## config.mk

```make
export PLATFORM = sky130hd
export DESIGN_NAME = pattern_scanner
export DESIGN_NICKNAME = d
export VERILOG_FILES = /design/src/rtl/pattern_scanner_pkg.sv /design/src/rtl/pattern_scanner_sym_shreg.sv /design/src/rtl/pattern_scanner.sv
export SDC_FILE = /design/constraint.sdc
export NUM_CORES = 1
export LEC_CHECK = 0
export ABC_AREA = 1
export BUFFER_PORTS_ARGS = -buffer_cell sky130_fd_sc_hd__buf_2
export CORE_UTILIZATION = 40
export CTS_BUF_LIST = sky130_fd_sc_hd__clkbuf_4
export CTS_CLUSTER_DIAMETER = 50
export DETAILED_ROUTE_END_ITERATION = 16
export PLACE_DENSITY = 0.71
export SETUP_SLACK_MARGIN = 0.1
export SYNTH_ARGS = -nofsm -noshare
export SYNTH_HDL_FRONTEND = slang
export SYNTH_SLANG_ARGS = --single-unit
export TNS_END_PERCENT = 10
```

## constraint.sdc

```tcl
create_clock -name i_clk -period 3.6 [get_ports i_clk]
set_input_delay 0.36 -clock i_clk [delete_from_list [all_inputs] [get_ports i_clk]]
set_output_delay 0.36 -clock i_clk [all_outputs]
set_load 0.01 [all_outputs]
```

## src/rtl/pattern_scanner_pkg.sv

```systemverilog
// Shared types and helpers for the pattern scanner: FSM state encoding and
// the width of the fill counter that tracks beats collected since the last flush.
package pattern_scanner_pkg;

    typedef enum logic {
        FILL  = 1'b0,
        ARMED = 1'b1
    } state_e;

    // One extra bit so the counter can represent DEPTH-1 for any legal DEPTH.
    function automatic int fill_cnt_w(input int depth);
        return $clog2(depth) + 1;
    endfunction

endpackage

```

## src/rtl/pattern_scanner_sym_shreg.sv

```systemverilog
// Symbol history shift register; element 0 is the newest symbol, element
// DEPTH-1 the oldest. Advances only on shift beats, flush zeroes it.
module sym_shreg
    import pattern_scanner_pkg::*;
#(
    parameter int DATA_W = 8,
    parameter int DEPTH  = 4
) (
    input  logic                    i_clk,
    input  logic                    i_rst,
    input  logic                    i_flush,
    input  logic                    i_shift,
    input  logic [DATA_W-1:0]       i_data,
    output logic [DEPTH*DATA_W-1:0] o_history
);

    logic [DEPTH-1:0][DATA_W-1:0] hist_q;

    always_ff @(posedge i_clk) begin
        if (i_rst || i_flush) begin
            hist_q <= '0;
        end else if (i_shift) begin
            hist_q <= {hist_q[DEPTH-2:0], i_data};
        end
    end

    assign o_history = hist_q;

endmodule

```

## src/rtl/pattern_scanner.sv

```systemverilog
// Streaming masked pattern detector: compares the last DEPTH valid symbols
// against a runtime pattern and reports registered match pulses plus a count.
module pattern_scanner
    import pattern_scanner_pkg::*;
#(
    parameter int DATA_W  = 8,
    parameter int DEPTH   = 4,
    parameter bit OVERLAP = 1'b1,
    parameter int COUNT_W = 16
) (
    input  logic                    i_clk,
    input  logic                    i_rst,
    input  logic                    i_valid,
    input  logic [DATA_W-1:0]       i_data,
    input  logic [DEPTH*DATA_W-1:0] i_pattern,
    input  logic [DEPTH*DATA_W-1:0] i_mask,
    input  logic                    i_clear,
    output logic                    o_detected,
    output logic [COUNT_W-1:0]      o_count
);

    localparam int PAT_W  = DEPTH * DATA_W;
    localparam int FILL_W = fill_cnt_w(DEPTH);
    localparam logic [FILL_W-1:0] LAST_FILL = FILL_W'(DEPTH - 1);

    logic [PAT_W-1:0]   hist;
    logic [PAT_W-1:0]   window;
    logic               match;
    logic               eligible;
    logic               hit;
    logic               unused_oldest;

    state_e             state_q;
    logic [FILL_W-1:0]  fill_q;
    logic               det_q;
    logic [COUNT_W-1:0] count_q;
    logic [COUNT_W-1:0] count_d;

    sym_shreg #(
        .DATA_W (DATA_W),
        .DEPTH  (DEPTH)
    ) u_hist (
        .i_clk     (i_clk),
        .i_rst     (i_rst),
        .i_flush   (i_clear),
        .i_shift   (i_valid),
        .i_data    (i_data),
        .o_history (hist)
    );

    // The oldest stored symbol is about to fall out; the completing beat replaces it.
    assign window        = {hist[PAT_W-DATA_W-1:0], i_data};
    assign unused_oldest = ^hist[PAT_W-1:PAT_W-DATA_W];

    assign match    = ((window ^ i_pattern) & i_mask) == '0;
    assign eligible = i_valid && !i_clear && ((state_q == ARMED) || (fill_q == LAST_FILL));
    assign hit      = eligible && match;

    assign count_d = (count_q == '1) ? count_q : count_q + COUNT_W'(1);

    always_ff @(posedge i_clk) begin
        if (i_rst || i_clear) begin
            state_q <= FILL;
            fill_q  <= '0;
            det_q   <= 1'b0;
            count_q <= '0;
        end else begin
            det_q <= hit;
            if (hit) begin
                count_q <= count_d;
            end
            if (i_valid) begin
                case (state_q)
                    FILL: begin
                        if (fill_q == LAST_FILL) begin
                            fill_q  <= '0;
                            state_q <= (hit && !OVERLAP) ? FILL : ARMED;
                        end else begin
                            fill_q <= fill_q + FILL_W'(1);
                        end
                    end
                    ARMED: begin
                        // Non-overlapping mode demands a completely fresh window.
                        if (hit && !OVERLAP) begin
                            state_q <= FILL;
                            fill_q  <= '0;
                        end
                    end
                    default: begin
                        state_q <= FILL;
                        fill_q  <= '0;
                    end
                endcase
            end
        end
    end

    assign o_detected = det_q;
    assign o_count    = count_q;

endmodule

```

==> impl_results.md <==
* Status: complete, no violations
* Drt pass-1 iters at 5
* Final Hold Slack at 0.241 ns
* Synth Warn # at 0
* Sequential area share after synthesis at 30.5%
* CTS root buf: clkbuf_4
* Chip Width at 88.0 um
* Cts hold-fix bufs at 0
* Area of the core at 6980 sq um
* Fin area at 3580 sq um
* Via count at about 3.3k
* Row count at 30
* Total net switching power at ~300 uW
* First-pass GRT wire length at 12.5 mm
* Critical Path Max Stage Delay at 0.41 ns
* Clk_lat worst skew at approximately 0.38 ns
* Cell area after synthesis at 2960 sq um
* Critical path arrival at 2.27 ns
* Full die area at 7740 sq um
* Total power per unit cell area at ~290 nW/um^2
* Setup Skew at 0.0131 ns
* Clock-pin slew on the worst setup and hold paths at 0.15 ns
* Grt total ovfl at 0
* Number of global-route vias before repair at 2894
* Total Wirelength at ~7.5 mm
* TNS Setup at 0 ns
* Syn Area/Cell at 6.01 sq um
* Max Clock Freq at 503 MHz
* H-tree Lvls at 2
* Final ANT Viol Nets at 0
* CTS tree: built
* Switching part of the total at 29.1%
* Sequential power share at between 50% and 60%
* CTS max path bufs at 2
* Final hold viol count at 0
* Seq cells post-synth at between 40 and 50
* P_int at 730 uW
* Final core occ at between 50 and 60%
* Worst Tran Pin Value at ~0.64 ns
* CTS Buf Count at 5
* Final period utilization at 55.3%
* Layout cell share with drive strength beyond 1 at 21.8%
* RSZ-0062 raised after global routing: no
* Crit path max-delay family: simple AND/OR/NAND/NOR gates
* Final Setup Violations at 0
* Yosys cell types at 28
* Fin nets at 659
* Post-synth top area cell: dfxtp_1
* Dpl hpwl at 5.90 mm
* Drt first-iter violations at 124
* Post-cts resize count at 0
* Max cap viols at 0
* Clock sink total at 45
* Clk pwr share at 31.8%
* Worst path slowest cell: nor2_2
* Residual DRC count at 0
* Largest cells by area after synthesis: dfxtp_1 30%, nand2_1 17%, inv_1 11%, nor2_1 8.5%, nand3_1 6.1%
* Via-to-Cell Ratio at ~4.8
* Post-synthesis cell count at 492
* Crit path launch type: flip-flop
* Rel. slew slack at 57.1%
* Count of buffers from port buffering at 92
* Initial Util at 42.4%
* Largest net degree at the start of global routing at 41
* Most used cell, CP: nand2_1
* Layout filler cell count at 748
* Cell Chain, Critical Path: ha_1 > nand2_1 > nand2_1 > nand3_1 > nor2_1 > nand2_1 > inv_1 > nand2_1 > nor2_2 > nand4_1 > nand2_1 > nor2_1
* Power share of the combinational group at 18.0%
* WS Path Type: reg2reg
* Post-CTS Setup Bufs at 0
* Hold Crit Class: in2reg
* Max FO, Critical Path at 12
* Crit path buf inv count at 1
* Max Slew Vio Count at 0
* Post-Place Cell Area at 3490 sq um
* Final Instance Count excl. Fillers at roughly 680
* Dpl cells at 670
* Average wire per standard cell at 11.0 um
* Post-Synthesis Net Count at 570
* Max VDD drop at 0.178 mV
* WP data required at just under 4 ns
* Gr usage total at 20.8%
* Area growth syn-to-layout at 21.0%
* Die height at 88.0 um
* Pleak at 1.86 nW
* RD Place Congestion at ~0.82
* Top cell type's share of synthesized area at between 30% and 40%
* Ant diodes at 0
* I/O Pins at 93
* Tmin final at 1.99 ns
* Initial antenna violation count at 0
* Element type at the critical path end: flip-flop
## cell type report
| type | count | area (sq um) | area share [%] |
|---|---|---|---|
| flip-flops and latches | 45 | 901 | 25.2 |
| clock buffers | 5 | 37.5 | 1.05 |
| multi-input cells | 349 | 1680 | 46.9 |
| clock inverters | 3 | 46.3 | 1.29 |
| inverters | 87 | 327 | 9.13 |
| well taps | 96 | 120 | 3.36 |
| repair buffers | 93 | 468 | 13.1 |
## layout by cell type, fill, tap and decap left out, drive strengths merged
cell	netlist	final
clkinvlp	0	1
nor4	1	1
nand3b	1	1
nand4	24	24
a211oi	2	2
dfxtp	45	45
inv	86	86
or2	6	6
clkinv	1	2
o21ai	26	26
bufinv	0	1
buf	3	93
clkbuf	8	5
xnor2	1	1
a21oi	26	26
nor2	75	75
nor3	1	1
nand2	141	141
nand3	43	43
ha	2	2
## sequential cells by signal (all words and copies together), names as in the netlist
register / count
fill_q: 3
o_count: 16
u_hist.o_history: 24
o_detected: 1
state_q: 1
## worst paths after layout
path,startpoint,endpoint,slack [ns],depth (start not counted)
max reg2reg,fill_q[0],o_count[3],1.61,12
max,fill_q[0],o_count[3],1.61,12
min,i_data[4],u_hist.o_history[4],0.24,3
min reg2reg,fill_q[2],fill_q[2],0.45,2
## worst min-delay path, cell delays in order
cell	delay, ns
buf_2	0.11
inv_1	0.06
a21oi_1	0.06
## power by group through the flow
stage	combinational, mW	clock, mW	sequential, mW
after global routing	0.210	0.358	0.518
after detailed placement	0.186	0	0.527
after global placement	0.181	0	0.527
after CTS	0.187	0.335	0.516
after floorplan	0.114	0	0.525
final	0.186	0.328	0.516
## metrics by stage
step                      power, mW  setup WS [ns]
after CTS                      1.04           1.63
after floorplan               0.639           2.05
final                          1.03           1.61
after detailed placement      0.713           1.44
after global routing           1.09           1.35
after global placement        0.708           1.51
## routing by layer
| layer | wire length [um] | vias to the layer above | track usage (%) |
|---|---|---|---|
| li1 | - | 1727 | - |
| met3 | 343 | 7 | 3.86 |
| met5 | 0 | - | 0 |
| met2 | 3570 | 83 | 35.9 |
| met1 | 3500 | 1444 | 26.5 |
| met4 | 63 | 0 | 5.22 |
## cells in the mapped netlist (all sizes together)
library cell and n:
ha 2, clkinv 1, nand3b 1, nor3 1, nand2 141, clkbuf 8, or2 6, buf 3
dfxtp 45, nor4 1, o21ai 26, a211oi 2, a21oi 26, nand4 24, inv 86, nand3 43
xnor2 1, nor2 75
## cell families after synthesis
family                   Yosys count  share of synthesized area, %
adder cells (fa/ha/maj)            2                         0.846
buffers and inverters             98                          12.9
XOR/XNOR                           1                         0.296
flip-flops                        45                          30.5
AND/OR/NAND/NOR                  292                          46.2
AO/OA/AOI/OAI                     54                          9.31
Power figures use the tool's default switching activity.
